===== config.mk =====
export PLATFORM = sky130hd
export DESIGN_NAME = instr_decode
export DESIGN_NICKNAME = d
export VERILOG_FILES = /design/src/rtl/op_code_pkg.sv /design/src/rtl/instr_decode.sv
export SDC_FILE = /design/constraint.sdc
export NUM_CORES = 1
export LEC_CHECK = 0
export ABC_AREA = 1
export BUFFER_PORTS_ARGS = -buffer_cell sky130_fd_sc_hd__buf_2
export CAP_MARGIN = 20
export CORE_MARGIN = 1.5
export CORE_UTILIZATION = 40
export CTS_CLUSTER_SIZE = 28
export DETAILED_ROUTE_END_ITERATION = 10
export PLACE_DENSITY = 0.69
export SETUP_SLACK_MARGIN = 0.4
export SLEW_MARGIN = 20
export SYNTH_ARGS = -nofsm -noshare
export SYNTH_HDL_FRONTEND = slang
export SYNTH_SLANG_ARGS = --single-unit
export TNS_END_PERCENT = 30

===== constraint.sdc =====
create_clock -name i_clk -period 2.3 [get_ports i_clk]
set_clock_uncertainty 0.05 [all_clocks]
set_input_delay 0.46 -clock i_clk [delete_from_list [all_inputs] [get_ports i_clk]]
set_output_delay 0.46 -clock i_clk [all_outputs]
set_load 0.005 [all_outputs]

===== src/rtl/op_code_pkg.sv =====
// Shared opcode package: full_operation, LD mode constants and
// the accumulator source select used by decode and execute.
package op_code;

  typedef enum logic [3:0] {
    OP_NOP     = 4'h0,
    OP_LD      = 4'h1,
    OP_ST      = 4'h2,
    OP_ADD     = 4'h3,
    OP_XOR_BIT = 4'h4,
    OP_STM     = 4'h5
  } full_operation;

  localparam logic [1:0] DIRECT_LD  = 2'b10;
  localparam logic [1:0] DEFAULT_LD = 2'b00;

  typedef enum logic [1:0] {
    ACC_IMM = 2'd0,
    ACC_MEM = 2'd1,
    ACC_ALU = 2'd2
  } acc_src_t;

endpackage


===== src/rtl/instr_decode.sv =====
// Decode stage of the accumulator core: registered control strobes.
// ID_ILLEGAL_TRAP_EN makes illegal instructions halt until reset.
module instr_decode
  import op_code::*;
#(
  parameter int DM_AW = 10,
  parameter int RF_AW = 2
) (
  input  logic             i_clk,
  input  logic             i_rst,
  input  logic             i_en,
  input  logic [15:0]      i_instr,
  input  full_operation    i_op,
  output logic             o_pc_ce,
  output logic [RF_AW-1:0] o_rf_addr,
  output logic             o_rf_we,
  output logic             o_acc_we,
  output acc_src_t         o_acc_src,
  output logic [7:0]       o_imm,
  output full_operation    o_alu_op,
  output logic [DM_AW-1:0] o_dm_addr,
  output logic             o_dm_re,
  output logic             o_dm_we,
  output logic             o_illegal,
  output logic             o_halt
);

  typedef enum logic [1:0] {
    S_DEC  = 2'd0,
    S_MEMW = 2'd1,
    S_HALT = 2'd2
  } state_t;

`ifdef ID_ILLEGAL_TRAP_EN
  localparam bit TRAP = 1'b1;
`else
  localparam bit TRAP = 1'b0;
`endif

  state_t r_state, w_state_nx;

  logic [RF_AW-1:0] r_rf_addr, w_rf_addr;
  logic [DM_AW-1:0] r_dm_addr, w_dm_addr;
  logic [7:0]       r_imm, w_imm;
  full_operation    r_alu_op, w_alu_op;
  acc_src_t         r_acc_src, w_acc_src;
  logic r_rf_we, w_rf_we;
  logic r_acc_we, w_acc_we;
  logic r_dm_re, w_dm_re;
  logic r_dm_we, w_dm_we;
  logic r_illegal;

  full_operation w_op;
  logic [1:0]    w_mode;
  logic          w_in_dec;
  logic          w_mem_ld;
  logic          w_illegal;
  logic          w_stall;

  assign w_op     = full_operation'(i_instr[5:2]);
  assign w_mode   = i_instr[7:6];
  assign w_in_dec = (r_state == S_DEC);
  assign w_mem_ld = (w_op == OP_LD) && (w_mode == DEFAULT_LD);

  always_comb begin
    w_illegal = 1'b0;
    if (w_in_dec) begin
      case (w_op)
        OP_NOP, OP_ST, OP_ADD,
        OP_XOR_BIT, OP_STM: w_illegal = 1'b0;
        OP_LD: w_illegal = (w_mode != DIRECT_LD) &&
                           (w_mode != DEFAULT_LD);
        default: w_illegal = 1'b1;
      endcase
    end
  end

  assign w_stall = w_mem_ld | (TRAP & w_illegal);

  // The stalled LD stays on the bus through S_MEMW; the PC steps past
  // it at the edge that ends S_MEMW, so it advances once per load.
  assign o_pc_ce = i_en &
                   ((w_in_dec & ~w_stall) | (r_state == S_MEMW));

  always_ff @(posedge i_clk or posedge i_rst) begin
    if (i_rst)     r_state <= S_DEC;
    else if (i_en) r_state <= w_state_nx;
  end

  always_comb begin
    w_state_nx = r_state;
    unique case (r_state)
      S_DEC: begin
        if (w_mem_ld)                w_state_nx = S_MEMW;
        else if (TRAP && w_illegal)  w_state_nx = S_HALT;
      end
      S_MEMW:  w_state_nx = S_DEC;
      S_HALT:  w_state_nx = S_HALT;
      default: w_state_nx = S_DEC;
    endcase
  end

  always_comb begin
    w_rf_we   = 1'b0;
    w_acc_we  = 1'b0;
    w_dm_re   = 1'b0;
    w_dm_we   = 1'b0;
    w_rf_addr = r_rf_addr;
    w_dm_addr = r_dm_addr;
    w_imm     = r_imm;
    w_alu_op  = r_alu_op;
    w_acc_src = r_acc_src;
    if (w_in_dec && !w_illegal) begin
      case (w_op)
        OP_LD: begin
          if (w_mode == DIRECT_LD) begin
            w_acc_we  = 1'b1;
            w_acc_src = ACC_IMM;
            w_imm     = i_instr[15:8];
          end else begin
            w_dm_re   = 1'b1;
            w_dm_addr = i_instr[6 +: DM_AW];
          end
        end
        OP_ST: begin
          w_rf_we   = 1'b1;
          w_rf_addr = i_instr[0 +: RF_AW];
        end
        OP_ADD, OP_XOR_BIT: begin
          w_alu_op  = i_op;
          w_acc_we  = 1'b1;
          w_acc_src = ACC_ALU;
          w_rf_addr = i_instr[0 +: RF_AW];
        end
        OP_STM: begin
          w_dm_we   = 1'b1;
          w_dm_addr = i_instr[6 +: DM_AW];
        end
        default: ;
      endcase
    end else if (r_state == S_MEMW) begin
      w_acc_we  = 1'b1;
      w_acc_src = ACC_MEM;
    end
  end

  always_ff @(posedge i_clk or posedge i_rst) begin
    if (i_rst) begin
      r_rf_we   <= 1'b0;
      r_acc_we  <= 1'b0;
      r_dm_re   <= 1'b0;
      r_dm_we   <= 1'b0;
      r_illegal <= 1'b0;
      r_rf_addr <= '0;
      r_dm_addr <= '0;
      r_imm     <= '0;
      r_alu_op  <= OP_NOP;
      r_acc_src <= ACC_IMM;
    end else if (i_en) begin
      r_rf_we   <= w_rf_we;
      r_acc_we  <= w_acc_we;
      r_dm_re   <= w_dm_re;
      r_dm_we   <= w_dm_we;
      r_illegal <= w_illegal;
      r_rf_addr <= w_rf_addr;
      r_dm_addr <= w_dm_addr;
      r_imm     <= w_imm;
      r_alu_op  <= w_alu_op;
      r_acc_src <= w_acc_src;
    end
  end

`ifdef ID_ILLEGAL_TRAP_EN
  logic r_halt;
  always_ff @(posedge i_clk or posedge i_rst) begin
    if (i_rst)     r_halt <= 1'b0;
    else if (i_en) r_halt <= r_halt | w_illegal;
  end
  assign o_halt = r_halt;
`else
  assign o_halt = 1'b0;
`endif

  assign o_rf_addr = r_rf_addr;
  assign o_rf_we   = r_rf_we;
  assign o_acc_we  = r_acc_we;
  assign o_acc_src = r_acc_src;
  assign o_imm     = r_imm;
  assign o_alu_op  = r_alu_op;
  assign o_dm_addr = r_dm_addr;
  assign o_dm_re   = r_dm_re;
  assign o_dm_we   = r_dm_we;
  assign o_illegal = r_illegal;

endmodule


Word-level counts from Yosys, hierarchy flattened
Cells that the tools add are included.
{"block": "word_totals", "elab_cells": 68, "output_inout_bits": 33, "reg_bits": 33}
{"block": "classes", "reduce_logical": 19, "bitwise": 4, "n_eq_ne": 13, "n_mux": 21}
{"cell": "$pmux W10 S2", "count": 1}
{"cell": "$reduce_and A4 Y1", "count": 3}
{"cell": "$mux W1", "count": 11}
{"cell": "$mux W10", "count": 1}
{"cell": "$eq A4 B2 Y1 const B", "count": 2}
{"cell": "$eq A4 B3 Y1 const B", "count": 2}
{"cell": "$mux W2", "count": 4}
{"cell": "$pmux W2 S2", "count": 2}
{"cell": "$ne A3 B2 Y1 const B", "count": 2}
{"cell": "$reduce_and A3 Y1", "count": 2}
{"cell": "$reduce_bool A2 Y1", "count": 3}
{"cell": "$reduce_or A5 Y1", "count": 1}
{"cell": "$eq A2 B2 Y1 const B", "count": 2}
{"cell": "$eq A4 B1 Y1 const B", "count": 1}
{"cell": "$logic_not A2 Y1", "count": 2}
{"cell": "$logic_not A4 Y1", "count": 1}
{"cell": "$ne A2 B2 Y1 const B", "count": 2}
{"cell": "$pmux W1 S2", "count": 2}
{"cell": "$logic_and A1 B1 Y1", "count": 3}
{"cell": "$reduce_or A3 Y1", "count": 1}
{"cell": "$and A1 B1 Y1", "count": 2}
{"cell": "$eq A2 B1 Y1 const B", "count": 1}
{"cell": "$ne A2 B1 Y1 const B", "count": 1}
{"cell": "$reduce_and A2 Y1", "count": 1}
{"cell": "other kinds (4)", "count": 4}

Longest topological paths before layout
Gate-level depths: netlist of the first run.
{"block": "logic_depth", "depth_word": 8, "depth_mapped": 9, "mapped_depth_nobuf": 9}

Worst setup path before layout of the first run
Ideal clock, no wire load.
{"block": "synth_timing", "path_type": "input -> register", "start": "input i_en", "end": "register r_imm[2] (netlist: o_imm[2])", "path_slack_ps": 823, "n_path_buf": 2, "arrival_time_ps": 1309, "cell_stages": 7, "path_cell_list": "buf_2 -> nand3_2 -> nor2_8 -> nand2_4 -> buf_6 -> nand2_1 -> o21ai_2"}
{"block": "synth_via", "elab_chain_cells": 1}
{"item": "start: declaration", "line": "instr_decode.sv:11", "source": "input logic i_en,"}
{"item": "$reduce_and A4 Y1 (no line)"}
{"item": "end signal: assignment", "line": "instr_decode.sv:167", "source": "r_imm <= w_imm;"}
{"item": "end: declaration", "line": "instr_decode.sv:44", "source": "logic [7:0] r_imm, w_imm;"}
No other way between the ends.
A chain may end at the register's enable or synchronous reset.

Worst setup path after layout of the first run
{"block": "layout_timing", "start": "input i_instr[5]", "end": "output o_pc_ce"}
{"block": "layout_via", "elab_chain_cells": 6}
{"item": "start: declaration", "line": "instr_decode.sv:12", "source": "input logic [15:0] i_instr,"}
{"item": "$eq A4 B1 Y1", "line": "instr_decode.sv:63", "source": "assign w_mem_ld = (w_op == OP_LD) && (w_mode == DEFAULT_LD);"}
{"item": "$logic_and A1 B1 Y1", "line": "instr_decode.sv:63"}
{"item": "$not A1 Y1", "line": "instr_decode.sv:83", "source": "((w_in_dec & ~w_stall) | (r_state == S_MEMW));"}
{"item": "$and A1 B1 Y1", "line": "instr_decode.sv:83"}
{"item": "$or A1 B1 Y1", "line": "instr_decode.sv:83"}
{"item": "$and A1 B1 Y1", "line": "instr_decode.sv:82", "source": "assign o_pc_ce = i_en &"}
{"item": "end: declaration", "line": "instr_decode.sv:14", "source": "output logic o_pc_ce,"}
No other way between the ends.

==> summary.txt, run 1 <==
Clock network
  – CTS tree: done
  – Worst-Skew Late Latency: about 270 ps
  – CTS root buf: clkbuf_8
  – Longest Clk Path Bufs: 2
  – Clock transition at the registers of the reported paths: around 60 ps
  – Post-CTS Hold Fix Bufs: 0
  – H-tree depth: 2
  – Num CTS Buffers: 5
  – Sink Count: 33
  – Post-CTS setup buffer count: 0
  – Post-CTS Resized: 0

Worst setup path
  – Worst reg2reg setup slack: roughly 860 ps
  – CP endpoint kind: output pin
  – Required time worst endpoint: approximately 1800 ps
  – CP max stage delay: 200 ps
  – Reg2Reg Depth: 6
  – Most used cell, CP: buf_2
  – Crit Path Class: in -> out
  – Crit path launch type: primary input
  – Worst-path cell chain: buf_2 -> nor2_2 -> nand2_1 -> nor3_1 -> a21oi_1 -> buf_2
  – Worst endpoint data arrival time: roughly 1300 ps
  – Slowest cell on the critical path: nor2_2
  – Critical-path maximum fanout: 5

Synth
  – Seq/Total Area, Yosys: 54.6%
  – Post-Synth Adder-Cell Area: 0%
  – Post-Syn Instances: around 160
  – Multiplexer share of the synthesized area: 0%
  – Avg Inst Size Synth: a little over 9 µm²
  – XOR/XNOR share of the synthesized area: 0%
  – Mapped Nets: approximately 190
  – Yosys reg bits: 33
  – Mapped Area: between 1500 and 2000 µm²
  – Compound-Gate Fraction of Synth Area: about 14%
  – Warnings from Yosys: 0
  – Library cells used by synthesis: 23
  – Simple-Gate Fraction of Synth Area: 23.6%
  – Largest family of logic cells by synthesized area: simple AND/OR/NAND/NOR gates

Detailed routing
  – Drt first pass iters: 4
  – DRT Wirelength: 2920 µm
  – Initial DRC count: 93
  – Residual DRC: 0
  – Vias: roughly 1200
  – Vias/cell: about 4.5
  – Wirelength per Cell: ~11 µm
  – Remaining antenna violation count: 0

Pwr
  – Sw Share: roughly 27%
  – Share of power burned in registers: between 50 and 60%
  – Fraction of power consumed by the clock network: ~30%
  – Power Density: a little under 700 nW/µm²
  – Leakage Power: 1.13 nW
  – Combinational cell fraction of total power: between 10% and 20%
  – Peak supply drop: about 340 µV
  – Power, Total: roughly 1.3 mW
  – Pint: roughly 0.96 mW
  – Psw: ~0.35 mW

Floorplan
  – Die X: 64.5 µm
  – Die height: 64.5 µm
  – # IOs: 56
  – Starting Density: 41.6%
  – Core Box Area: ~3600 µm²
  – Die footprint: 4160 µm²
  – Site Rows: 22

Place
  – IO Port Bufs: 54
  – Final Wtd Congestion: about 0.78
  – Pre-CTS WS: roughly 550 ps
  – HPWL after DPL: between 2000 and 2500 µm

Timing
  – Total negative slack: 0 ps
  – Max-slew violations: 0
  – Final worst slack: 529 ps
  – F_max: roughly 560 MHz
  – Fin crit share: approximately 77%
  – Min cycle time layout: roughly 1800 ps
  – RSZ-0062 raised after global routing: false
  – Count of final hold-check violations: 0
  – # setup viols final: 0

GRT
  – Largest net degree at the start of global routing: 34
  – Vias in the first global route: 1155
  – Gr ovfl total: 0
  – Initial antenna violation count: 0
  – Global-route wire length before repair: roughly 5000 µm
  – Gr usage total: 15.6%

Final layout
  – Area grow syn2layout: 25.5%
  – Commonest non-fill, non-tap cells in the layout: buf_2 (54), nand2_1 (50), dfrtp_1 (33), inv_1 (22), o21ai_2 (17)
  – Most common cell after layout, fill and taps aside: buf_2
  – Share of cells above drive strength 1: between 30 and 40%
  – Final #Nets: between 200 and 250
  – N_diodes: 0
  – Fillers: roughly 380

Hold path
  – Worst min path class: in -> async

Run
  – Max-cap violation count: 0

Run status
  – Status: finished clean
-- cells in the mapped netlist, drive strengths merged --
master | instances | area share (%)
or2 | 1 | 0.41
dfrtp | 33 | 55
o21ai | 21 | 11
nand3 | 12 | 4.6
nor2 | 8 | 3.4
nand2 | 53 | 14
o22ai | 2 | 0.83
buf | 4 | 2.3
nand3b | 1 | 0.50
a21oi | 4 | 1.6
nor3 | 1 | 0.33
conb | 1 | 0.25
inv | 23 | 5.7
-- worst max-delay path: cells and delay by family --
kind                   cells  cell delay, ps
AND/OR/NAND/NOR            3             460
AO/OA/AOI/OAI              1              90
buffers and inverters      2             250
-- power by group through the flow --
stage	Combinational (mW)	Sequential, mW	Clock, mW
2_1_floorplan	0.121	0.697	0
3_3_place_gp	0.236	0.691	0
3_5_place_dp	0.240	0.693	0
4_1_cts	0.240	0.682	0.416
5_1_grt	0.267	0.691	0.451
6_report	0.234	0.683	0.401
-- state kept, by name, indices dropped and copies added, names as in the netlist, 2 cells and up --
register and flops:
o_dm_addr 10, o_imm 8, o_alu_op 4, o_acc_src 2, o_rf_addr 2, r_state 2
-- cells by family after synthesis --
| group | Yosys count |
|---|---|
| buffers and inverters | 27 |
| other | 1 |
| and+or+nand+nor | 76 |
| AOI/OAI and AO/OA | 27 |
| DFF | 33 |
-- metal layers --
layer,track usage (%),vias up,share of wire (%)
li1,-,635,-
met4,7.18,0,1.6
met2,26.2,31,48
met1,18.9,557,46
met5,0,-,0
met3,3.82,5,4.9
-- cell type report --
type                       count  area, µm²  share of cell area (%)
clock buffer                   6       72.6                    3.82
clock inverter                 2       10.0                   0.527
inverter                      23       86.3                    4.55
multi-input combinational    104        566                    29.8
sequential                    33        826                    43.5
tap                           48       60.1                    3.16
timing repair buffer          55        278                    14.6
-- final timing paths --
kind	startpoint	endpoint
max	i_instr[5]	o_pc_ce
min	i_rst	o_alu_op[2]
max reg2reg	r_state[0]	o_dm_addr[6]
min reg2reg	o_acc_src[0]	o_acc_src[0]
max in group asynchronous	i_rst	o_acc_we
min in group i_clk	i_instr[1]	o_rf_addr[1]
-- per-stage QoR --
step                      hold slack, ps  area, µm²  cells  utilization, %
after floorplan                      394       1510    164               -
after global placement               405       1820    263            50.0
after detailed placement             407       1820    263            50.0
after CTS                            213       1900    271            52.2
after global routing                 247       1900    271            52.2
final                                203       1900    271            52.2
(Power assumes the default switching activity.)
==> run 2: changes to the inputs <==
clock period = 1.75 ns   (was 2.3 ns; I/O delays follow)
==> run 2 against run 1 <==
  * Core utilization rose by 4.5 points
  * Non-clock buffer count rose by 10
  * Sequential share of layout area fell by 3.5 points
  * Largest power group unchanged
  * Total power rose by 43%
  * Combinational power rose by 53%
  * Register-to-register slack got worse by 530 ps
  * Cell count rose by 4.1%
  * Clock power rose by 56%
  * Wire length rose by 19%
  * Critical endpoint unchanged
  * Via count rose by 5.1%
==> summary.txt, run 2 (same netlist as run 1, synthesis figures left out) <==
Final layout
  – Max FFs per register: 10 (unchanged)
  – Final #Nets: 256 (was 245)
  – N_diodes: 0 (unchanged)
  – Most common cell after layout, fill and taps aside: buf_2 (unchanged)
  – Commonest non-fill, non-tap cells in the layout: buf_2 (54), nand2_1 (46), dfrtp_1 (33), inv_1 (20), o21ai_2 (17) (was buf_2 (54), nand2_1 (50), dfrtp_1 (33), inv_1 (22), o21ai_2 (17))
  – Design Area, Final: 2060 µm² (was 1900 µm²)
  – Area grow syn2layout: 36.4% (was 25.5%)
  – Share of cells above drive strength 1: 47.4% (was 39.9%)

Clock network
  – CTS tree: done (unchanged)
  – Post-CTS Hold Fix Bufs: 0 (unchanged)
  – Clock transition at the registers of the reported paths: 70 ps (was 60 ps)
  – H-tree depth: 2 (unchanged)
  – Longest Clk Path Bufs: 2 (unchanged)
  – Sink Count: 33 (unchanged)
  – Worst-Skew Late Latency: 290 ps (was 270 ps)
  – Num CTS Buffers: 5 (unchanged)
  – CTS root buf: clkbuf_8 (unchanged)

Detailed routing
  – DRT Wirelength: 3470 µm (was 2920 µm)
  – Remaining antenna violation count: 0 (unchanged)
  – Residual DRC: 0 (unchanged)
  – Vias: 1291 (was 1228)
  – Drt first pass iters: 4 (unchanged)
  – Initial DRC count: 100 (was 93)
  – Wirelength per Cell: 12.3 µm (was 10.8 µm)
  – Vias/cell: 4.58 (was 4.53)

Floorplan
  – Site Rows: 22 (unchanged)
  – Die height: 64.5 µm (unchanged)
  – # IOs: 56 (unchanged)
  – Starting Density: 41.6% (unchanged)
  – Core Box Area: 3630 µm² (unchanged)
  – Die footprint: 4160 µm² (unchanged)
  – Die X: 64.5 µm (unchanged)

Pwr
  – Psw: 0.508 mW (was 0.355 mW)
  – Peak supply drop: 579 µV (was 345 µV)
  – Pint: 1.37 mW (was 0.963 mW)
  – Sw Share: 27.0% (was 26.9%)
  – Power Density: 911 nW/µm² (was 694 nW/µm²)
  – Share of power burned in registers: 47.7% (was 51.8%)
  – Leakage Power: 1.18 nW (was 1.13 nW)
  – Combinational cell fraction of total power: 19.1% (was 17.8%)
  – Fraction of power consumed by the clock network: 33.2% (was 30.4%)

GRT
  – Largest net degree at the start of global routing: 34 (unchanged)
  – Gr ovfl total: 0 (unchanged)
  – Vias in the first global route: 1193 (was 1155)
  – Initial antenna violation count: 0 (unchanged)
  – Gr usage total: 17.4% (was 15.6%)
  – Global-route wire length before repair: 5320 µm (was 4980 µm)

Worst setup path
  – Worst endpoint data arrival time: 1020 ps (was 1260 ps)
  – Crit-path leading delay family: flip-flops (was simple AND/OR/NAND/NOR gates)
  – Crit path launch type: flip-flop (was primary input)
  – Required time worst endpoint: 1350 ps (was 1790 ps)
  – CP max stage delay: 380 ps (was 200 ps)
  – Crit Path Class: reg -> out (was in -> out)
  – Worst-path cell chain: inv_2 -> nand2_2 -> a21oi_2 -> buf_2 (was buf_2 -> nor2_2 -> nand2_1 -> nor3_1 -> a21oi_1 -> buf_2)
  – Critical-path maximum fanout: 3 (was 5)
  – Worst path buffer plus inverter count: 2 (unchanged)
  – Slowest cell on the critical path: dfrtp_1 (was nor2_2)
  – CP endpoint kind: output pin (unchanged)

Place
  – HPWL after DPL: 2370 µm (was 2270 µm)
  – Placed inst area: 1820 µm² (about the same)
  – Final Wtd Congestion: 0.790 (was 0.779)
  – IO Port Bufs: 54 (unchanged)

Run status
  – Status: finished clean (unchanged)

Timing
  – RSZ-0062 raised after global routing: true (was false)
  – Total negative slack: 0 ps (unchanged)
  – Fin crit share: between 80% and 90%
  – F_max: approximately 700 MHz
  – # setup viols final: 0 (unchanged)
  – Count of final hold-check violations: 0 (unchanged)
  – Min cycle time layout: 1420 ps
  – Final Hold Slack: 81.3 ps (was 203 ps)
  – Max-slew violations: 0 (unchanged)

Run
  – Max-cap violation count: 0 (unchanged)

Hold path
  – Worst min path class: in -> async (unchanged)
==> run 2: changes by cell type in the layout (fill, tap and decap cells not counted), sizes merged <==
cell    previous run  this run
buf               55        65
clkbuf             6         7
nand2             53        54
clkinv             2         1
==> run 2: final timing paths <==
check	start	endpoint	slack (ps)	cells past startpoint
worst max-delay path	r_state[1]	o_pc_ce	330	4
worst min-delay path	i_rst	o_imm[1]	80	3
worst max register to register	r_state[0]	r_state[0]	330	5
worst min register to register	o_alu_op[0]	o_alu_op[0]	420	2
max in group asynchronous	i_rst	o_rf_we	1270	3
min in group i_clk	i_instr[1]	o_rf_addr[1]	230	3
==> run 2: metrics by stage <==
stage          worst slack (ps)  cells  power [mW]  utilization, %
6_report                    327    282        1.88            56.8
3_5_place_dp                191    264        1.23            50.2
4_1_cts                     318    277        1.87            54.8
5_1_grt                     272    282        1.99            56.8
2_1_floorplan               409    164        1.08               -
3_3_place_gp                182    264        1.22            50.2
==> run 2: worst reg2reg max path, cell delays in order, from the launching register on <==
cell and delay [ps]:
dfrtp_1 410, inv_2 120, nand3_4 120, nand3b_1 280
or2_1 280, o21ai_0 90
==> run 2: power by group through the flow <==
stage	Sequential (mW)	Combinational, mW	Clock, mW
2_1_floorplan	0.917	0.158	0
3_3_place_gp	0.910	0.311	0
3_5_place_dp	0.910	0.318	0
4_1_cts	0.897	0.338	0.635
5_1_grt	0.907	0.404	0.676
6_report	0.897	0.358	0.624
==> run 2: layer usage <==
metal | global-route usage [%] | vias up | part of all wire [%] | routed length (µm)
met1 | 19.5 | 597 | 41 | 1420
li1 | - | 653 | - | -
met4 | 8.51 | 0 | 2.0 | 69
met5 | 0 | - | 0 | 0
met2 | 29.4 | 34 | 53 | 1820
met3 | 6.08 | 7 | 4.6 | 158
==> run 2: what timing repair did <==
| action | CTS | global route |
|---|---|---|
| gates cloned | 0 | 1 |
| setup endpoints to repair | 30 | 32 |
| pin swaps | 2 | 3 |
| setup buffers | 5 | 4 |
| gates resized for setup | 7 | 9 |
==> run 2: final cells by class <==
cell class	count	area, µm²
clock buffers	7	96.3
repair buffers	65	353
well taps	48	60.1
multi-input cells	105	637
fillers	357	1570
flip-flops and latches	33	826
clock inverters	1	5.00
inverters	23	86.3
